$ cat src/rtl/regfile_write_arbiter_if.sv
// Write-port bundle between the writeback sources and the register-file write arbiter.
//   master : writeback side (drives requests and scoreboard reserves, sees grants/write port)
//   slave  : arbiter side   (sees requests, drives grants, register-file write port, pending mask)
// Signals:
//   req_valid/req_address/req_data : per-requester write request, slice i belongs to requester i
//   req_ready                      : one-hot grant
//   rf_load/rf_address/rf_data     : registered register-file write port
//   pending                        : per-register reservation mask
//   reserve_valid/reserve_address  : reservation strobe
interface regfile_write_arbiter_if #(
    parameter int unsigned NUM_REQ    = 3,
    parameter int unsigned DATA_WIDTH = 16
);
    logic [NUM_REQ-1:0]            req_valid;
    logic [3*NUM_REQ-1:0]          req_address;
    logic [DATA_WIDTH*NUM_REQ-1:0] req_data;
    logic [NUM_REQ-1:0]            req_ready;
    logic                          rf_load;
    logic [2:0]                    rf_address;
    logic [DATA_WIDTH-1:0]         rf_data;
    logic [7:0]                    pending;
    logic                          reserve_valid;
    logic [2:0]                    reserve_address;

    modport master (
        output req_valid, req_address, req_data, reserve_valid, reserve_address,
        input  req_ready, rf_load, rf_address, rf_data, pending
    );

    modport slave (
        input  req_valid, req_address, req_data, reserve_valid, reserve_address,
        output req_ready, rf_load, rf_address, rf_data, pending
    );
endinterface

$ cat src/rtl/regfile_write_arbiter.sv
// Round-robin arbiter sharing the single write port of the 8x16 register file among
// NUM_REQ writeback sources. At most one write is granted per cycle; the winning
// address/data are registered onto the register-file write port.
// Ports:
//   clock : system clock, rising edge
//   reset : synchronous, active-high
//   bus   : regfile_write_arbiter_if.slave (requests, one-hot req_ready grant,
//           rf_load/rf_address/rf_data write port, pending mask, reserve strobe)
// Optional feature: define SCOREBOARD_EN to enable the per-register pending mask;
// otherwise pending is tied to zero and the reserve inputs are ignored.
module regfile_write_arbiter #(
    parameter int unsigned NUM_REQ    = 3,
    parameter int unsigned DATA_WIDTH = 16
) (
    input  logic                    clock,
    input  logic                    reset,
    regfile_write_arbiter_if.slave  bus
);
    localparam int unsigned PTR_W    = (NUM_REQ > 1) ? $clog2(NUM_REQ) : 1;
    localparam int unsigned ADDR_W   = 3;
    localparam int unsigned NUM_REGS = 8;

    logic [PTR_W-1:0]      rr_ptr;
    logic [PTR_W-1:0]      grant_idx_c;
    logic [PTR_W-1:0]      next_ptr_c;
    logic [NUM_REQ-1:0]    grant_c;
    logic                  found_c;
    int unsigned           pos_c;
    logic                  accept_c;
    logic [ADDR_W-1:0]     sel_addr_c;
    logic [DATA_WIDTH-1:0] sel_data_c;

    logic                  rf_load_q;
    logic [ADDR_W-1:0]     rf_address_q;
    logic [DATA_WIDTH-1:0] rf_data_q;

    // Round-robin search: walk offsets from rr_ptr, first valid requester wins.
    // Only req_valid and rr_ptr feed the grant, so requesters may depend on ready freely.
    always_comb begin
        grant_c     = '0;
        grant_idx_c = '0;
        found_c     = 1'b0;
        pos_c       = 0;
        for (int unsigned i = 0; i < NUM_REQ; i++) begin
            pos_c = 32'(rr_ptr) + i;
            if (pos_c >= NUM_REQ) begin
                pos_c = pos_c - NUM_REQ;
            end
            for (int unsigned k = 0; k < NUM_REQ; k++) begin
                if (!found_c && (pos_c == k) && bus.req_valid[k]) begin
                    grant_c[k]  = 1'b1;
                    grant_idx_c = PTR_W'(k);
                    found_c     = 1'b1;
                end
            end
        end
    end

    // Mux the granted requester's payload (grant is one-hot).
    always_comb begin
        sel_addr_c = '0;
        sel_data_c = '0;
        for (int unsigned k = 0; k < NUM_REQ; k++) begin
            if (grant_c[k]) begin
                sel_addr_c = bus.req_address[k*ADDR_W +: ADDR_W];
                sel_data_c = bus.req_data[k*DATA_WIDTH +: DATA_WIDTH];
            end
        end
    end

    assign accept_c      = found_c && !reset;
    assign next_ptr_c    = (grant_idx_c == PTR_W'(NUM_REQ - 1)) ? '0 : grant_idx_c + PTR_W'(1);
    assign bus.req_ready = reset ? '0 : grant_c;

    // Registered write stage; a write in flight is dropped by reset.
    always_ff @(posedge clock) begin
        if (reset) begin
            rr_ptr       <= '0;
            rf_load_q    <= 1'b0;
            rf_address_q <= '0;
            rf_data_q    <= '0;
        end else begin
            rf_load_q <= accept_c;
            if (accept_c) begin
                rr_ptr       <= next_ptr_c;
                rf_address_q <= sel_addr_c;
                rf_data_q    <= sel_data_c;
            end
        end
    end

    assign bus.rf_load    = rf_load_q;
    assign bus.rf_address = rf_address_q;
    assign bus.rf_data    = rf_data_q;

`ifdef SCOREBOARD_EN
    logic [NUM_REGS-1:0] pending_q;
    logic [NUM_REGS-1:0] set_mask_c;
    logic [NUM_REGS-1:0] clr_mask_c;

    // Clear on accept (not on rf_load); a same-edge reserve of the same register wins.
    assign set_mask_c = bus.reserve_valid ? (NUM_REGS'(1) << bus.reserve_address) : '0;
    assign clr_mask_c = accept_c ? (NUM_REGS'(1) << sel_addr_c) : '0;

    always_ff @(posedge clock) begin
        if (reset) begin
            pending_q <= '0;
        end else begin
            pending_q <= (pending_q & ~clr_mask_c) | set_mask_c;
        end
    end

    assign bus.pending = pending_q;
`else
    logic reserve_unused;

    assign reserve_unused = ^{bus.reserve_valid, bus.reserve_address};
    assign bus.pending    = 8'h00;
`endif
endmodule
$ cat src/flat_wrapper.sv
// flat-port wrapper written by rule: the top's interface ports become plain ports
module regfile_write_arbiter_flat 
#(
    parameter int unsigned NUM_REQ    = 3,
    parameter int unsigned DATA_WIDTH = 16
)
  (clock, reset, bus_req_valid, bus_req_address, bus_req_data, bus_reserve_valid, bus_reserve_address, bus_req_ready, bus_rf_load, bus_rf_address, bus_rf_data, bus_pending);
  regfile_write_arbiter_if #(.NUM_REQ(NUM_REQ), .DATA_WIDTH(DATA_WIDTH)) bus_i ();
  input  logic clock;
  input  logic reset;
  input wire logic [$bits(bus_i.req_valid)-1:0] bus_req_valid;
  input wire logic [$bits(bus_i.req_address)-1:0] bus_req_address;
  input wire logic [$bits(bus_i.req_data)-1:0] bus_req_data;
  input wire logic [$bits(bus_i.reserve_valid)-1:0] bus_reserve_valid;
  input wire logic [$bits(bus_i.reserve_address)-1:0] bus_reserve_address;
  output wire logic [$bits(bus_i.req_ready)-1:0] bus_req_ready;
  output wire logic [$bits(bus_i.rf_load)-1:0] bus_rf_load;
  output wire logic [$bits(bus_i.rf_address)-1:0] bus_rf_address;
  output wire logic [$bits(bus_i.rf_data)-1:0] bus_rf_data;
  output wire logic [$bits(bus_i.pending)-1:0] bus_pending;
  assign bus_i.req_valid = bus_req_valid;
  assign bus_i.req_address = bus_req_address;
  assign bus_i.req_data = bus_req_data;
  assign bus_i.reserve_valid = bus_reserve_valid;
  assign bus_i.reserve_address = bus_reserve_address;
  assign bus_req_ready = bus_i.req_ready;
  assign bus_rf_load = bus_i.rf_load;
  assign bus_rf_address = bus_i.rf_address;
  assign bus_rf_data = bus_i.rf_data;
  assign bus_pending = bus_i.pending;
  regfile_write_arbiter #(.NUM_REQ(NUM_REQ), .DATA_WIDTH(DATA_WIDTH)) u_core (.clock(clock), .reset(reset), .bus(bus_i));
endmodule
$ cat config.mk
export PLATFORM = sky130hd
export DESIGN_NAME = regfile_write_arbiter_flat
export DESIGN_NICKNAME = d
export VERILOG_FILES = /design/src/rtl/regfile_write_arbiter_if.sv /design/src/rtl/regfile_write_arbiter.sv /design/src/flat_wrapper.sv
export SDC_FILE = /design/constraint.sdc
export NUM_CORES = 1
export LEC_CHECK = 0
export ABC_AREA = 1
export CORE_MARGIN = 2
export CORE_UTILIZATION = 29
export CTS_BUF_LIST = sky130_fd_sc_hd__clkbuf_4 sky130_fd_sc_hd__clkbuf_8 sky130_fd_sc_hd__clkbuf_16
export DETAILED_ROUTE_END_ITERATION = 7
export GPL_ROUTABILITY_DRIVEN = 0
export PLACE_DENSITY = 0.65
export SYNTH_ARGS = -nofsm -noshare
export SYNTH_HDL_FRONTEND = slang
export SYNTH_SLANG_ARGS = --single-unit
$ cat constraint.sdc
create_clock -name clock -period 2.6 [get_ports clock]
set_clock_uncertainty 0.1 [all_clocks]
set_input_delay 0.39 -clock clock [delete_from_list [all_inputs] [get_ports clock]]
set_output_delay 0.39 -clock clock [all_outputs]
set_load 0.05 [all_outputs]
; ---- Word-level counts from Yosys, hierarchy flattened
; Index checks and enable logic that the tools add are counted.
[totals]
register_bits = 22
input_bits = 66
output_inout_bits = 31
wordCells = 86
[classes]
addsub = 6
magnitude_cmp = 3
n_eq_ne = 7
n_mux = 36
n_reduce_logical = 30
[ops]
columns = operator, count
row1 = $eq 32x1->1 const B, 3
row2 = $eq 32x2->1 const B, 3
row3 = $logic_not 32->1, 3
row4 = $mux 32, 3
row5 = $ge 32x2->1 const B, 2
row6 = $sub 32x2->32 const B, 2
row7 = $mux 16, 3
row8 = $logic_and 1x1->1, 18
row9 = $mux 1, 18
row10 = $mux 2, 8
row11 = $mux 3, 4
row12 = $logic_not 1->1, 9
row13 = $add 2x1->3 const B, 1
row14 = $add 2x2->3 const B, 1
row15 = $sub 2x2->3 const B, 1
row16 = $add 2x1->2 const B, 1
row17 = $eq 2x2->1 const B, 1
row18 = $ge 2x2->1 const B, 1

; ---- Depth between registers and ports, before layout
[logic_depth]
ltp_word = 39
ltp_mapped = 14
mapped_depth_nobuf = 13

; ---- Worst setup path before layout
; OpenSTA, ideal clock, no wires.
[synth_path]
path_type = register -> output
startpoint = reg u_core.rr_ptr[0]
endpoint = out bus_req_ready[2]
t_arrival_ns = 2.145
t_required_ns = 2.110
path_slack_ns = -0.035
stages_incl_launch_ff = 13
path_buffers = 1
cell_sequence = dfxtp_1 > inv_1 > ha_1 > nand2_2 > nand2_1 > nor2_2 > nand4_2 > nor2_4 > nand3_1 > nand2_2 > inv_2 > buf_6 > nor2_1
[synth_via]
elab_chain_len = 38
elab_cells_between_ends = 57
cone_classes = 5 x add/sub / 3 x order compare / 6 x eq/ne / 15 x mux / 28 x reduce/logical
[synth_lines]
columns = element, line
row1 = "start, declared", regfile_write_arbiter.sv:23  ; logic [PTR_W-1:0] rr_ptr;
row2 = "start signal, assigned", regfile_write_arbiter.sv:85  ; rr_ptr <= next_ptr_c;
row3 = branches (longest 36 deep; another with $sub 32x2->32), -
row4 = $mux 1 (*), regfile_write_arbiter.sv:50  ; if (!found_c && (pos_c == k) && bus.req_valid[k]) begin
row5 = $mux 3 (*), regfile_write_arbiter.sv:73  ; assign bus.req_ready = reset ? '0 : grant_c;
row6 = "end, declared", flat_wrapper.sv:16  ; output wire logic [$bits(bus_i.req_ready)-1:0] bus_req_ready;
; Mark *: on every way between the ends.

; ---- Worst setup path in the final report
; Ends and elaborated chain as after synthesis.

==> run metrics <==
Total Routing Usage GR 15.1%; min cycle time layout 2.48 ns; Tightest Pin Transition 0.528 ns; Core Box Area 6240 sq um; fin cells 442; Starting Density 29.6%; initial antenna violation count 0; clk buf depth 2; Startpoint Class flop; Slew Limit Fails 0; Sw Ratio 51.8%; Port Buffers 84; layout cells sized above 1 approximately 17%; slew margin rel. 64.7%; DRT Pass-1 Iters 4; post-synthesis cell count 287; Max Cap Viol 0; switching power 1.57 mW; post-route cell area between 2000 and 3000 sq um; DRC Markers 0; CP endpoint bus_req_ready[2]; Horiz. Die Dim about 84 microns; final net count about 430; Final setup viols 0; # diodes 0; vias 1954; R2R depth 12; PwrDens 1090 nW/um^2; Routed WL ~5.4 mm; IO Count 97; Initial DRC Count 75; clock sinks 22; cell count after placement approximately 440; H-tree depth 1; global route overflow 0; Worst-Skew Late Latency 0.26 ns; Via density 4.42; reg2reg end u_core.bus.rf_data[10]; register bit total from synthesis 22; CP Capture Type output pin; fmax 403 MHz; Setup TNS 0 ns; DP HPWL 4.08 mm; Critical Path RT 2.11 ns; Ys Warns 0; Max rail drop VDD about 0.53 mV; Clock Root Buffer clkbuf_8; Die ar. 7010 sq um; Critical R2R Launch u_core.rr_ptr[0]; Die Y between 80 and 90 microns; placed cell areas 2690 sq um; syn avg cell area 6.43 sq um; final critical-path share of the clock period between 90% and 100%; register area share after synthesis 23.9%; WS Path Type reg -> out; Worst Setup SP u_core.rr_ptr[0]; fillers about 680; Post-CTS Hold Buffers 0; status completed; Reg power frac 17.9%; setup slack, reg-to-reg 0.36 ns; global-route wire length before repair 8.85 mm; clk slew on worst S/H paths 0.08 ns; Hold Violations, Final 0; number of global-route vias before repair between 1.5k and 2k; Gate power share between 70% and 80%; Num CTS Buffers 3; Pint 1.46 mW; Cell Area, Synth approximately 1800 sq um; Critical Path AT 1.99 ns; CTS tree built; Antenna Nets Post-Route 0; P_leak ~1.2 nW; Critical Path Fanout Max 4; largest net degree at the start of global routing 40; Synth cell types 27; FP Rows 29; worst min-delay path class reg -> reg; Area growth syn-to-layout 50.9%; Clock power frac 10.6%; Avg WL per Cell ~12 microns
==> metrics by stage <==
stage | hold WS [ns] | utilization, % | worst slack [ns] | total power, mW
global placement | 0.353 | 43.1 | 0.226 | 2.67
global route | 0.396 | 44.6 | -0.00620 | 3.26
CTS | 0.372 | 44.2 | 0.0282 | 3.02
finish | 0.371 | 44.6 | 0.121 | 3.04
floorplan | 0.352 | - | 0.0598 | 2.16
detailed placement | 0.358 | 43.1 | 0.181 | 2.69
==> critical path: stages (launching register included) <==
cell and delay (ns):
dfxtp_2 0.36, inv_1 0.07, ha_4 0.25, nand2_2 0.08
nand2_1 0.07, nor2_2 0.15, nand4_2 0.12, nor2_4 0.13
nand3_1 0.09, nand2_2 0.10, inv_2 0.04, nor2_2 0.12
buf_12 0.15
==> cells in the mapped netlist, drive strengths merged <==
| master | number | area share, % |
|---|---|---|
| clkbuf | 2 | 0.41 |
| nand2 | 89 | 19 |
| ha | 2 | 1.4 |
| o2111a | 1 | 0.61 |
| nand3 | 23 | 6.9 |
| nor2 | 7 | 2.1 |
| a21boi | 1 | 0.41 |
| dfxtp | 22 | 24 |
| nand4 | 5 | 2.0 |
| a21oi | 59 | 22 |
| inv | 47 | 9.6 |
| buf | 24 | 10 |
| conb | 1 | 0.20 |
| o21bai | 1 | 0.61 |
| clkinv | 1 | 0.20 |
| o21ai | 2 | 0.54 |
==> repair_timing <==
item / 4_1_cts / 5_1_grt
gates resized for setup: 0 / 3
hold endpoints to repair: 0 / 0
buffers inserted: 0 / 1
setup endpoints to repair: 0 / 2
==> power groups by stage <==
stage	combinational [mW]	clock [mW]	sequential, mW
5_1_grt	2.35	0.350	0.562
6_report	2.17	0.321	0.545
3_3_place_gp	2.12	0	0.544
3_5_place_dp	2.14	0	0.548
2_1_floorplan	1.19	0	0.968
4_1_cts	2.15	0.335	0.542
==> kinds of logic (layout without fill, tap and decap cells) <==
group	after synthesis	after routing	share of synthesized area, %
flops	22	22	23.9
buf+inv	74	145	20.6
compound gates	64	64	23.9
simple gates	124	124	30.1
fa+ha+maj	2	2	1.36
other cells	1	8	0.203
==> layer usage <==
layer / vias up / share of wire, % / GRT usage (%)
li1: 1034 / - / -
met1: 869 / 46 / 19.7
met2: 43 / 49 / 25.7
met3: 8 / 2.9 / 1.58
met4: 0 / 2.1 / 5.87
met5: - / 0 / 0
==> registers in the layout, indices dropped and copies added, names as in the netlist <==
register               flops
u_core.bus.rf_data        16
u_core.bus.rf_address      3
u_core.rr_ptr              2
u_core.bus.rf_load         1
==> cell usage in the layout (no fill, tap or decap) <==
| cell type | instances |
|---|---|
| inv_1 | 45 |
| a21oi_1 | 31 |
| nand3_1 | 22 |
| conb_1 | 8 |
| a21boi_1 | 1 |
| o21ai_0 | 2 |
| clkinv_1 | 1 |
| dfxtp_1 | 20 |
| buf_12 | 2 |
| nand2_1 | 84 |
| bufinv_16 | 1 |
| a21oi_2 | 28 |
| nor2_4 | 1 |
| nand2_2 | 4 |
| nand4_1 | 4 |
| nand4_2 | 1 |
| ha_4 | 1 |
| nor2_2 | 3 |
| clkbuf_8 | 3 |
| clkdlybuf4s50_1 | 81 |
| dfxtp_2 | 2 |
| nand2_4 | 1 |
| nor2_1 | 3 |
| ha_1 | 1 |
| o2111a_1 | 1 |
| buf_4 | 10 |
| nand3_4 | 1 |
| inv_2 | 2 |
| o21bai_2 | 1 |
==> how the worst min path moves through the flow <==
stage,from,end,slack [ns],depth (start not counted)
floorplan,reset,u_core.bus.rf_data[3],0.35,1
global placement,u_core.bus.rf_data[2],u_core.bus.rf_data[2],0.35,2
detailed placement,u_core.bus.rf_data[2],u_core.bus.rf_data[2],0.36,2
CTS,u_core.bus.rf_data[2],u_core.bus.rf_data[2],0.37,2
global route,u_core.bus.rf_data[11],u_core.bus.rf_data[11],0.40,2
finish,u_core.bus.rf_data[2],u_core.bus.rf_data[2],0.37,2
==> layout make-up <==
class / instances / area (sq um) / area share [%]
inverter: 48 / 180 / 6.47
clock buffer: 3 / 41.3 / 1.48
timing repair buffer: 93 / 926 / 33.3
multi-input combinational: 198 / 1070 / 38.3
sequential: 22 / 443 / 15.9
tap: 77 / 96.3 / 3.46
clock inverter: 1 / 30.0 / 1.08
Note: power is estimated with default switching activity, not from simulation.
